<file path="config.mk">
export PLATFORM = sky130hd
export DESIGN_NAME = img_loader
export DESIGN_NICKNAME = d
export VERILOG_FILES = /design/src/rtl/img_loader.sv
export SDC_FILE = /design/constraint.sdc
export NUM_CORES = 1
export LEC_CHECK = 0
export BUFFER_PORTS_ARGS = -buffer_cell sky130_fd_sc_hd__buf_2
export CORE_ASPECT_RATIO = 0.7
export CORE_UTILIZATION = 40
export CTS_CLUSTER_SIZE = 10
export DETAILED_ROUTE_END_ITERATION = 10
export PLACE_DENSITY_LB_ADDON = 0.3
export SETUP_SLACK_MARGIN = 0.1
export SLEW_MARGIN = 15
export SYNTH_ARGS = -nofsm -noshare
export SYNTH_HDL_FRONTEND = slang
export SYNTH_SLANG_ARGS = --single-unit
</file>
<file path="constraint.sdc">
create_clock -name clk -period 2.9 [get_ports clk]
set_clock_uncertainty 0.1 [all_clocks]
set_input_delay 0.58 -clock clk [delete_from_list [all_inputs] [get_ports clk]]
set_output_delay 0.58 -clock clk [all_outputs]
set_load 0.01 [all_outputs]
</file>
<file path="src/rtl/img_loader.sv">
// img_loader: frame-store writer for the VGA image path.
//
// Takes a 24-bit RGB pixel stream on a valid/ready handshake, locks onto
// start-of-frame and emits one registered memory write per accepted pixel at
// linear address y*IMG_W+x. Writes are held off while the display is drawing
// (HDraw & VDraw) so the image memory port is never shared in one cycle.
//
// Optional feature: define IMG_LOADER_RGB565_EN to treat s_data[15:0] as
// RGB565 and expand it to RGB888 by MSB replication (s_data[23:16] ignored).
//
// Ports:
//   clk, rst          clock, synchronous active-high reset
//   HDraw, VDraw      active-draw flags from the timing generator
//   s_valid, s_ready  stream handshake
//   s_data, s_sof     pixel {R,G,B} and first-pixel-of-frame flag
//   wr_en, wr_addr,   registered memory write strobe, address, data
//   wr_data
//   busy              high while in the WRITE state
//   frame_done        one-cycle pulse when the last pixel is written
//   err_sof           one-cycle pulse when s_sof arrives mid-frame
module img_loader #(
  parameter int unsigned IMG_W  = 640,
  parameter int unsigned IMG_H  = 480,
  parameter int unsigned ADDR_W = 19
) (
  input  logic              clk,
  input  logic              rst,
  input  logic              HDraw,
  input  logic              VDraw,
  input  logic              s_valid,
  output logic              s_ready,
  input  logic [23:0]       s_data,
  input  logic              s_sof,
  output logic              wr_en,
  output logic [ADDR_W-1:0] wr_addr,
  output logic [23:0]       wr_data,
  output logic              busy,
  output logic              frame_done,
  output logic              err_sof
);

  localparam int unsigned Total = IMG_W * IMG_H;
  localparam int unsigned XW    = (IMG_W > 1) ? $clog2(IMG_W) : 1;
  localparam int unsigned YW    = (IMG_H > 1) ? $clog2(IMG_H) : 1;

  typedef enum logic [1:0] {StIdle, StWrite, StDone} state_e;

  state_e            state_q, state_d;
  logic [ADDR_W-1:0] cnt_q, cnt_d;
  logic [XW-1:0]     x_q, x_d;
  logic [YW-1:0]     y_q, y_d;
  logic              wr_en_q;
  logic [ADDR_W-1:0] wr_addr_q, wr_addr_d;
  logic [23:0]       wr_data_q;
  logic              err_sof_q;

  logic        draw_active;
  logic        accept;
  logic        restart;
  logic        do_write;
  logic        sof_err;
  logic        last;
  logic [23:0] pix;

  // Pixel format conversion.
`ifdef IMG_LOADER_RGB565_EN
  logic [7:0] unused_hi;
  assign unused_hi = s_data[23:16];
  assign pix = {s_data[15:11], s_data[15:13],
                s_data[10:5],  s_data[10:9],
                s_data[4:0],   s_data[4:2]};
`else
  assign pix = s_data;
`endif

  assign draw_active = HDraw & VDraw;
  assign accept      = s_valid & s_ready;
  assign restart     = accept & s_sof;
  // In IDLE only an SOF beat is written; non-SOF beats are dropped.
  assign do_write    = accept & (s_sof | (state_q == StWrite));
  assign sof_err     = restart & (state_q == StWrite);
  assign last        = (cnt_q == ADDR_W'(Total - 1));

  // FSM: state register.
  always_ff @(posedge clk) begin
    if (rst) state_q <= StIdle;
    else     state_q <= state_d;
  end

  // FSM: next state.
  always_comb begin
    state_d = state_q;
    case (state_q)
      StIdle: begin
        if (restart) state_d = (Total == 1) ? StDone : StWrite;
      end
      StWrite: begin
        if (restart)               state_d = (Total == 1) ? StDone : StWrite;
        else if (accept && last)   state_d = StDone;
      end
      StDone:  state_d = StIdle;
      default: state_d = StIdle;
    endcase
  end

  // FSM: outputs.
  always_comb begin
    s_ready    = !draw_active && (state_q != StDone);
    busy       = (state_q == StWrite);
    frame_done = (state_q == StDone);
  end

  // Counter next state. Counters only carry meaning while in WRITE; they are
  // cleared whenever we leave it so a new frame always starts from zero.
  always_comb begin
    cnt_d = cnt_q;
    x_d   = x_q;
    y_d   = y_q;
    if (state_d != StWrite) begin
      cnt_d = '0;
      x_d   = '0;
      y_d   = '0;
    end else if (restart) begin
      cnt_d = ADDR_W'(1);
      x_d   = (IMG_W == 1) ? XW'(0) : XW'(1);
      y_d   = (IMG_W == 1) ? YW'(1) : YW'(0);
    end else if (do_write) begin
      cnt_d = cnt_q + ADDR_W'(1);
      if (x_q == XW'(IMG_W - 1)) begin
        x_d = '0;
        y_d = y_q + YW'(1);
      end else begin
        x_d = x_q + XW'(1);
      end
    end
  end

  always_comb begin
    wr_addr_d = wr_addr_q;
    if (do_write) wr_addr_d = restart ? '0 : cnt_q;
  end

  always_ff @(posedge clk) begin
    if (rst) begin
      cnt_q     <= '0;
      x_q       <= '0;
      y_q       <= '0;
      wr_en_q   <= 1'b0;
      wr_addr_q <= '0;
      wr_data_q <= '0;
      err_sof_q <= 1'b0;
    end else begin
      cnt_q     <= cnt_d;
      x_q       <= x_d;
      y_q       <= y_d;
      wr_en_q   <= do_write;
      wr_addr_q <= wr_addr_d;
      if (do_write) wr_data_q <= pix;
      err_sof_q <= sof_err;
    end
  end

  assign wr_en   = wr_en_q;
  assign wr_addr = wr_addr_q;
  assign wr_data = wr_data_q;
  assign err_sof = err_sof_q;

`ifndef SYNTHESIS
  // The linear address counter must always agree with the x/y position.
  always_ff @(posedge clk) begin
    if (!rst) begin
      assert (int'(x_q) + int'(y_q) * int'(IMG_W) == int'(cnt_q))
        else $error("img_loader x/y out of step with linear counter");
    end
  end
`endif

endmodule

</file>
After elaboration in Yosys (flattened, before gate mapping)
Cells that the tools add are included.

storage, ports and cells
  bits in writable memories = 0
  input port bits = 30
  memories kept = 0
  register bits = 66
  logic and storage cells = 33
  ROM bits = 0
  output and inout bits = 48
  bits in latches = 0

operators by class
  multipliers = 0
  bitwise operators = 6
  add/subtract/negate cells = 1
  order comparisons = 0
  equality and inequality tests = 5
  reductions and logical operators = 7
  shift-type cells = 0
  divide/modulo/power cells = 0
  mux-type cells = 7

operators with widths
  cell                     number
  $add A19 B1 Y19 const B  1
  $eq A19 B19 Y1 const B   1
  $mux W19                 1
  $mux W2                  3
  $and A1 B1 Y1            5
  $pmux W2 S2              1
  $reduce_or A3 Y1         1
  $eq A2 B1 Y1 const B     1
  $eq A2 B2 Y1 const B     1
  $logic_and A1 B1 Y1      2
  $logic_not A2 Y1         1
  $mux W1                  2
  $ne A2 B1 Y1 const B     1
  $ne A2 B2 Y1 const B     1
  $reduce_bool A2 Y1       1
  $reduce_or A2 Y1         1
  $logic_not A1 Y1         1
  $or A1 B1 Y1             1

Logic depth before layout (Yosys ltp)
Gate-level depths: netlist of the first run.

  depth after elaboration = 10
  depth in mapped cells = 6
  depth with buffers taken out = 5

Worst setup path after synthesis of the first run
OpenSTA, ideal clock, no wires.

  path type = input-to-reg
  start = in s_sof
  end = reg cnt_q[10]
  data required time = 2.714 ns
  path buffers = 1
  cell stages on the path = 5
  path slack = 0.888 ns
  library setup time = 0.086 ns
  arrival time = 1.827 ns
  cells stage by stage = nand2b_1 -> o2111ai_1 -> clkbuf_1 -> or4b_1 -> a211oi_1

on the way
  longest elaborated chain between the ends = 5
  elaborated cells between the ends (all ways) = 8
  those cells by class = eq/ne: 1; mux: 3; bitwise: 3; reduce/logical: 1

ends and longest elaborated chain
  item                               RTL line  source
  from (decl)                        33        input logic s_sof,
  $and A1 B1 Y1                      78        assign restart = accept & s_sof;
  $mux W2, on equally long branches  98, 95
  $pmux W2 S2                        93        case (state_q)
  $ne A2 B1 Y1                       119       if (state_d != StWrite) begin
  $reduce_or A3 Y1 (no source line)  --
  to (signal assigned)               153       cnt_q <= cnt_d;
  to (decl)                          49        logic [ADDR_W-1:0] cnt_q, cnt_d;

Parallel ways exist; a longest one is shown, timed or not.
A chain may end at the register's enable or synchronous reset.

Worst setup path in the final report of the first run
  start = reg state_q[0]
  end = reg cnt_q[7]

on the way
  longest elaborated chain between the ends = 9
  elaborated cells between the ends (all ways) = 15
  those cells by class = eq/ne: 3; mux: 4; bitwise: 4; reduce/logical: 4

ends and longest elaborated chain
  item                               RTL line  source
  from (decl)                        48        state_e state_q, state_d;
  from (signal assigned)             86        if (rst) state_q <= StIdle;
  from (signal assigned)             87        else state_q <= state_d;
  $ne A2 B2 Y1                       108       s_ready = !draw_active && (state_q != StDone);
  $logic_and A1 B1 Y1                108
  $and A1 B1 Y1                      77        assign accept = s_valid & s_ready;
  $logic_and A1 B1 Y1                99        else if (accept && last) state_d = StDone;
  $mux W2                            99
  $mux W2                            98        if (restart) state_d = (Total == 1) ? StDone : StWrite;
  $pmux W2 S2                        93
  $ne A2 B1 Y1                       119
  $reduce_or A3 Y1 (no source line)  --

Parallel ways exist; a longest one is shown, timed or not.

==> out/summary.txt, run 1 <==
Run status -> completed
Overflow left after global routing -> 0
Vias in the first global route -> 2250
Worst-case setup margin in the final layout -> 0.590 ns
Number of vias after detailed routing -> 2605
Setup Buffers After CTS -> 0
Number of max-capacitance violations reported -> 0
Largest buffer count on any clock path -> 2
Count leader, synth -> sky130_fd_sc_hd__dfxtp_1
Maximum achievable frequency -> 433 MHz
Number of antenna violations at the first check in global routing -> 0
Number of port buffers -> 77
Clock root buffer -> sky130_fd_sc_hd__clkbuf_8
Source-to-sink clock delay at the later pin of the worst-skew pair -> 0.34 ns
Total leakage power -> 1.30 nW
Post-CTS clock slew at the launch and capture registers of the worst setup and hold paths -> 0.07 ns
Total power after layout -> 1.77 mW
Max-slew violation total from the final report -> 0
Number of warnings issued by yosys -> 0
Routed wire length -> 7.03 mm
Final nets -> 400
Biggest area consumer among synthesized cells -> sky130_fd_sc_hd__dfxtp_1
Std-Cell Rows -> 24
Top cells by area, synth -> sky130_fd_sc_hd__dfxtp_1 48%, sky130_fd_sc_hd__a22o_1 5.8%, sky130_fd_sc_hd__nand3_1 5.5%
I/O pin count -> 78
Final design instance area without fill -> 3400 sq um
Portion of the post-synthesis area used by sequential elements -> 0.485
Post-synth top area share -> 0.485
Uppermost signal routing layer after detailed routing -> met4
Maximum vdd drop -> 229 uV
Chip width -> 101 microns
Synth top cells by count -> 66 x sky130_fd_sc_hd__dfxtp_1, 30 x sky130_fd_sc_hd__nand3_1, 28 x sky130_fd_sc_hd__a21oi_1
Endpoint class of the critical path -> flop
Power density over the cells -> 521 nW/um^2
Met2 wire length -> 2.94 mm
Pre-antenna DRT Iters -> 4
Path class of the lowest-slack min-delay path -> flop to flop
Number of filler instances in the final layout -> 594
Wire length per cell after detailed routing -> 15.1 microns
Number of buffers added to fix hold violations after cts -> 0
Met3 layer wire length in the routed design -> 467 microns
Number of flops mapped to enable cells by yosys -> 0
RSZ-0062 raised after global routing -> no
Post-CTS sizing -> 0
Floorplan die height -> 71.1 microns
Total inserted antenna cells -> 0
Core Footprint -> 6400 sq um
Total clock buffers created by CTS -> 9
Req. time, crit path -> 3.05 ns
Relative slew slack -> 0.431
Total global routing track utilization -> 0.206
Seq cells post-synth -> 66
Clock net sink count -> 66
Final worst hold slack -> 0.370 ns
Final weighted congestion of routability-driven global placement -> 0.791
Critical-path maximum fanout -> 36
Async set-or-reset flop fraction in the synthesized netlist -> 0
Hold violation total from the final report -> 0
Number of distinct library cells after synthesis -> 36
Maximum number of pins on one net before global-route repair -> 37
First-pass GRT wire length -> 11.3 mm
Starting density of the core -> 0.426
Number of antenna-violating nets in the routed design -> 0
Synthesis-to-finish area growth -> 24.6%
Post-layout instance count excluding filler cells -> 465
Wire length on met1 -> 3.54 mm
DRT iter0 DRCs -> 171
Post-DP Area -> 3220 sq um
Detailed Place HPWL -> 4.55 mm
Placed insts -> 449
Tcrit/Tclk final -> 0.797
Cells after synthesis -> 296
Final min period -> 2.31 ns
Layout cells sized above 1 -> 0.297
Crit Path Class -> flop to flop
Final design utilization -> 0.531
Die Area -> 7150 sq um
Vias per std cell -> 5.60
Cell Area, Synth -> 2730 sq um
Startpoint Class -> flop
Final-report setup violation count -> 0
H-Tree Level Count -> 3
Number of remaining DRC errors -> 0
Flip-flop cell with the highest count after synthesis -> sky130_fd_sc_hd__dfxtp_1
Worst setup slack before clock tree synthesis -> 0.431 ns
Crit path arrival time -> 2.46 ns
Least-Margin Pin Slew -> 0.853 ns
Per-instance average area after synthesis -> 9.21 sq um
Synthesized Nets -> 327
Final total negative setup slack -> 0 ns
TritonCTS clock tree -> done
==> worst paths after layout <==
check                                  from           to  slack, ns  depth (start not counted)
worst max-delay path             state_q[0]     cnt_q[7]       0.59                          4
worst min-delay path            wr_data[12]  wr_data[12]       0.37                          2
worst max register to register   state_q[0]     cnt_q[7]       0.59                          4
worst min register to register  wr_data[12]  wr_data[12]       0.37                          2
==> cell type report <==
| type | instances | area, sq um | share of cell area |
|---|---|---|---|
| clock buffers | 11 | 141 | 0.0416 |
| clock inverters | 5 | 30.0 | 0.00884 |
| inverters | 6 | 22.5 | 0.00663 |
| multi-input cells | 198 | 1300 | 0.382 |
| flip-flops and latches | 66 | 1320 | 0.389 |
| well taps | 91 | 114 | 0.0335 |
| repair buffers | 88 | 468 | 0.138 |
==> critical path, cell delays in order (launching register included) <==
cell	delay (ns)
sky130_fd_sc_hd__dfxtp_1	0.46
sky130_fd_sc_hd__nand2b_1	0.27
sky130_fd_sc_hd__o2111ai_4	0.47
sky130_fd_sc_hd__or4_1	0.66
sky130_fd_sc_hd__a211oi_1	0.25
==> cell families after synthesis <==
logic type / share of synthesized area
adders and majority gates: 0.00459
buffers and inverters: 0.0450
and+or+nand+nor: 0.199
DFF: 0.485
AOI/OAI and AO/OA: 0.266
==> power breakdown <==
| group | internal, mW | switching [mW] |
|---|---|---|
| clock network | 0.329 | 0.350 |
| logic | 0.0557 | 0.102 |
| registers | 0.925 | 0.00917 |
==> registers in the layout (all words and copies together), names as in the netlist <==
signal and count:
err_sof 1, cnt_q 19, wr_en 1, state_q 2
wr_addr 19, wr_data 24
==> routing by layer <==
metal / track usage / vias to the layer above
met5: 0 / -
met4: 0.0596 / 0
met3: 0.0702 / 8
li1: - / 1300
met1: 0.293 / 1210
met2: 0.293 / 87
==> placed cells by master (no fill, tap or decap), types with 3 or more instances in the layout <==
cell	Yosys	routed
sky130_fd_sc_hd__o41ai_1	3	3
sky130_fd_sc_hd__nand4_1	8	8
sky130_fd_sc_hd__nand2_1	7	7
sky130_fd_sc_hd__a21oi_1	28	28
sky130_fd_sc_hd__a211oi_1	17	17
sky130_fd_sc_hd__o31ai_1	13	13
sky130_fd_sc_hd__o21ai_0	27	27
sky130_fd_sc_hd__or4_1	15	15
sky130_fd_sc_hd__buf_4	0	11
sky130_fd_sc_hd__dfxtp_1	66	66
sky130_fd_sc_hd__buf_2	2	77
sky130_fd_sc_hd__clkbuf_8	0	10
sky130_fd_sc_hd__nand3_1	30	30
sky130_fd_sc_hd__nor3_1	3	3
sky130_fd_sc_hd__a22o_1	18	18
sky130_fd_sc_hd__inv_1	6	6
sky130_fd_sc_hd__clkinv_2	0	3
sky130_fd_sc_hd__nor2_1	6	6
No activity file was read; power rests on OpenSTA's default activity.
==> run 2: changes to the inputs <==
--- a/config.mk
+++ b/config.mk
@@ -5,6 +5,7 @@
 export SDC_FILE = /design/constraint.sdc
 export NUM_CORES = 1
 export LEC_CHECK = 0
+export ABC_AREA = 1
 export BUFFER_PORTS_ARGS = -buffer_cell sky130_fd_sc_hd__buf_2
 export CORE_ASPECT_RATIO = 0.7
 export CORE_UTILIZATION = 40
==> constraint.sdc (replaced) <==
create_clock -name clk -period 2.05 [get_ports clk]
set_clock_uncertainty 0.1 [all_clocks]
set_input_delay 0.41 -clock clk [delete_from_list [all_inputs] [get_ports clk]]
set_output_delay 0.41 -clock clk [all_outputs]
set_load 0.01 [all_outputs]
==> out/summary.txt, run 2 <==
Total global routing track utilization -> 0.194 (was 0.206)
Number of filler instances in the final layout -> 685 (was 594)
Least-Margin Pin Slew -> 0.490 ns (was 0.853 ns)
Startpoint Class -> flop (unchanged)
Per-instance average area after synthesis -> 7.55 sq um (was 9.21 sq um)
Pre-antenna DRT Iters -> 5 (was 4)
Async set-or-reset flop fraction in the synthesized netlist -> 0 (unchanged)
Cells after synthesis -> 378 (was 296)
Die Area -> 7480 sq um (was 7150 sq um)
Largest buffer count on any clock path -> 2 (unchanged)
Number of max-capacitance violations reported -> 0 (unchanged)
Final design utilization -> 0.520 (was 0.531)
Starting density of the core -> 0.419 (was 0.426)
Req. time, crit path -> 2.18 ns (was 3.05 ns)
Crit. Startpoint -> cnt_q[0] (was state_q[0])
Clock net sink count -> 66 (unchanged)
Post-DP Area -> 3340 sq um (was 3220 sq um)
Power density over the cells -> 766 nW/um^2 (was 521 nW/um^2)
Total power after layout -> 2.71 mW (was 1.77 mW)
Combined flip-flop and latch cell area -> 1320 sq um (unchanged)
Setup Buffers After CTS -> 0 (unchanged)
H-Tree Level Count -> 3 (unchanged)
Synth top cells by count -> 83 x sky130_fd_sc_hd__nor2_1, 66 x sky130_fd_sc_hd__dfxtp_1, 65 x sky130_fd_sc_hd__nand2_1 (was 66 x sky130_fd_sc_hd__dfxtp_1, 30 x sky130_fd_sc_hd__nand3_1, 28 x sky130_fd_sc_hd__a21oi_1)
Run status -> completed (unchanged)
Number of port buffers -> 77 (unchanged)
Switching power of the nets -> 689 uW (was 460 uW)
Total clock buffers created by CTS -> 9 (unchanged)
Relative slew slack -> 0.673 (was 0.431)
Multi-input gate area -> 1350 sq um (was 1300 sq um)
Number of flops mapped to enable cells by yosys -> 0 (unchanged)
Vias per std cell -> 4.72 (was 5.60)
Wire length per cell after detailed routing -> 12.2 microns (was 15.1 microns)
Worst path cell trace -> ha_2, nand3_1, nor2_4, inv_2, nor2_2, nand2_1, nand3_2, buf_4, nor3_1 (was nand2b_1, o2111ai_4, or4_1, a211oi_1)
Path class of the lowest-slack min-delay path -> primary input to flop (was flop to flop)
Synthesis-to-finish area growth -> 24.2% (was 24.6%)
Count leader, synth -> sky130_fd_sc_hd__nor2_1 (was sky130_fd_sc_hd__dfxtp_1)
Layout cells sized above 1 -> 0.286 (was 0.297)
Source-to-sink clock delay at the later pin of the worst-skew pair -> 0.34 ns (about the same)
Top cells by area, synth -> sky130_fd_sc_hd__dfxtp_1 46%, sky130_fd_sc_hd__nor2_1 11%, sky130_fd_sc_hd__nand2_1 8.5% (was sky130_fd_sc_hd__dfxtp_1 48%, sky130_fd_sc_hd__a22o_1 5.8%, sky130_fd_sc_hd__nand3_1 5.5%)
Max stage delay on crit path -> 0.43 ns (was 0.66 ns)
I/O pin count -> 78 (unchanged)
Number of remaining DRC errors -> 0 (unchanged)
Maximum vdd drop -> 342 uV (was 229 uV)
Worst path slowest cell -> sky130_fd_sc_hd__dfxtp_1 (was sky130_fd_sc_hd__or4_1)
Total leakage power -> 1.50 nW (was 1.30 nW)
Core Footprint -> 6820 sq um (was 6400 sq um)
Worst hold path startpoint -> s_data[22] (was wr_data[12])
Cell Area, Synth -> 2850 sq um (was 2730 sq um)
Final total negative setup slack -> 0 ns (unchanged)
Post-synth top area share -> 0.463 (was 0.485)
Worst path top cell family by delay -> simple AND/OR/NAND/NOR gates (unchanged)
Detailed Place HPWL -> 4.91 mm (was 4.55 mm)
Final worst hold slack -> 0.180 ns (was 0.370 ns)
Final-report setup violation count -> 0 (unchanged)
Maximum achievable frequency -> 554 MHz (was 433 MHz)
TritonCTS clock tree -> done (unchanged)
Number of antenna-violating nets in the routed design -> 0 (unchanged)
Flip-flop cell with the highest count after synthesis -> sky130_fd_sc_hd__dfxtp_1 (unchanged)
Final design instance area without fill -> 3540 sq um (was 3400 sq um)
Hold violation total from the final report -> 0 (unchanged)
Final weighted congestion of routability-driven global placement -> 0.890 (was 0.791)
DRT iter0 DRCs -> 133 (was 171)
Max-slew violation total from the final report -> 0 (unchanged)
Biggest area consumer among synthesized cells -> sky130_fd_sc_hd__dfxtp_1 (unchanged)
Share of total power in the clock network -> 0.404 (was 0.383)
Std-Cell Rows -> 25 (was 24)
Final min period -> 1.80 ns (was 2.31 ns)
Top library cells by usage in the layout, fill and taps aside -> 83 x sky130_fd_sc_hd__nor2_1, 77 x sky130_fd_sc_hd__buf_2, 66 x sky130_fd_sc_hd__dfxtp_1 (was 77 x sky130_fd_sc_hd__buf_2, 66 x sky130_fd_sc_hd__dfxtp_1, 30 x sky130_fd_sc_hd__nand3_1)
Most common library cell in the layout ignoring fill and taps -> sky130_fd_sc_hd__nor2_1 (was sky130_fd_sc_hd__buf_2)
Number of antenna violations at the first check in global routing -> 0 (unchanged)
Chip width -> 103 microns (was 101 microns)
Critical-path maximum fanout -> 9 (was 36)
Clock root buffer -> sky130_fd_sc_hd__clkbuf_8 (unchanged)
Floorplan die height -> 72.7 microns (was 71.1 microns)
Power share of the combinational group -> 0.098 (was 0.089)
Routed wire length -> 6.82 mm (was 7.03 mm)
Flip-flop count of the largest register after layout -> 24 (unchanged)
Sw Share -> 0.254 (was 0.260)
Portion of the post-synthesis area used by sequential elements -> 0.463 (was 0.485)
Final nets -> 491 (was 400)
Sequential cell fraction of total power -> 0.498 (was 0.528)
First-pass GRT wire length -> 11.1 mm (was 11.3 mm)
Number of distinct library cells after synthesis -> 27 (was 36)
Number of warnings issued by yosys -> 0 (unchanged)
Total inserted antenna cells -> 0 (unchanged)
Endpoint class of the critical path -> flop (unchanged)
RSZ-0062 raised after global routing -> no (unchanged)
Seq cells post-synth -> 66 (unchanged)
Maximum number of pins on one net before global-route repair -> 53 (was 37)
Synthesized Nets -> 409 (was 327)
Number of vias after detailed routing -> 2636 (was 2605)
Total buffers and inverters traversed by the critical path -> 2 (was 0)
Design internal power -> 2.02 mW (was 1.31 mW)
Post-CTS clock slew at the launch and capture registers of the worst setup and hold paths -> 0.08 ns (was 0.07 ns)
Overflow left after global routing -> 0 (unchanged)
Crit Path Class -> flop to flop (unchanged)
Vias in the first global route -> 2278 (was 2250)
Crit path arrival time -> 1.94 ns (was 2.46 ns)
Launch point of the worst reg-to-reg path -> cnt_q[0] (was state_q[0])
Tcrit/Tclk final -> 0.880 (was 0.797)
run 2: cell types whose count changed in the layout (fill, tap and decap cells not counted), moves of 5 or more:
cell,previous run,this run
sky130_fd_sc_hd__a211oi_1,17,0
sky130_fd_sc_hd__o21ai_0,27,35
sky130_fd_sc_hd__a22o_1,18,0
sky130_fd_sc_hd__nand4_1,8,1
sky130_fd_sc_hd__nor2_1,6,83
sky130_fd_sc_hd__inv_1,6,16
sky130_fd_sc_hd__o31ai_1,13,0
sky130_fd_sc_hd__nand2_1,7,65
sky130_fd_sc_hd__nor2_2,0,5
sky130_fd_sc_hd__or4_1,15,0
sky130_fd_sc_hd__nand3_1,30,22
sky130_fd_sc_hd__a21oi_2,0,8
run 2: final cells by class:
class / instances / area share
clock inverters: 6 / 0.0180
well taps: 94 / 0.0332
clock buffers: 10 / 0.0388
inverters: 19 / 0.0208
flip-flops and latches: 66 / 0.373
multi-input cells: 275 / 0.382
repair buffers: 89 / 0.134
run 2: worst paths after layout:
kind / to / slack [ns] / cells past startpoint
min reg2reg: wr_addr[14] / 0.36 / 2
max: cnt_q[2] / 0.25 / 9
min: wr_data[22] / 0.18 / 3
max reg2reg: cnt_q[2] / 0.25 / 9
run 2: logic make-up after synthesis:
| group | share of synthesized area |
|---|---|
| buf+inv | 0.0636 |
| compound gates | 0.133 |
| fa+ha+maj | 0.00438 |
| simple gates | 0.311 |
| flops | 0.463 |
| xor+xnor | 0.0245 |
run 2: power by group through the flow:
stage	Clock [mW]	Combinational (mW)	Sequential, mW
after floorplan	0	0.142	1.40
after global placement	0	0.264	1.38
after detailed placement	0	0.268	1.38
after global routing	1.19	0.298	1.36
after CTS	1.13	0.269	1.35
final	1.10	0.265	1.35
run 2: worst register-to-register path, stage by stage, from the launching register on:
cell,delay (ns)
sky130_fd_sc_hd__dfxtp_1,0.43
sky130_fd_sc_hd__ha_2,0.27
sky130_fd_sc_hd__nand3_1,0.14
sky130_fd_sc_hd__nor2_4,0.18
sky130_fd_sc_hd__inv_2,0.05
sky130_fd_sc_hd__nor2_2,0.09
sky130_fd_sc_hd__nand2_1,0.07
sky130_fd_sc_hd__nand3_2,0.10
sky130_fd_sc_hd__buf_4,0.20
sky130_fd_sc_hd__nor3_1,0.06
run 2: metrics by stage:
| stage | setup WS (ns) | std cells |
|---|---|---|
| 3_3_place_gp | 0.109 | 543 |
| 4_1_cts | 0.201 | 559 |
| 3_5_place_dp | 0.0790 | 543 |
| 5_1_grt | 0.130 | 559 |
| 2_1_floorplan | 0.457 | 378 |
| 6_report | 0.246 | 559 |
run 2: layer usage:
| metal | vias up | GRT usage | part of all wire |
|---|---|---|---|
| met5 | - | 0 | 0 |
| met4 | 0 | 0.0610 | 0.012 |
| met3 | 8 | 0.0613 | 0.059 |
| met2 | 76 | 0.268 | 0.40 |
| met1 | 1168 | 0.285 | 0.53 |
| li1 | 1384 | - | - |
run 2: repair_timing:
item	in CTS	in global routing
setup endpoints to repair	0	23
hold buffers	0	0
gates resized for setup	0	3
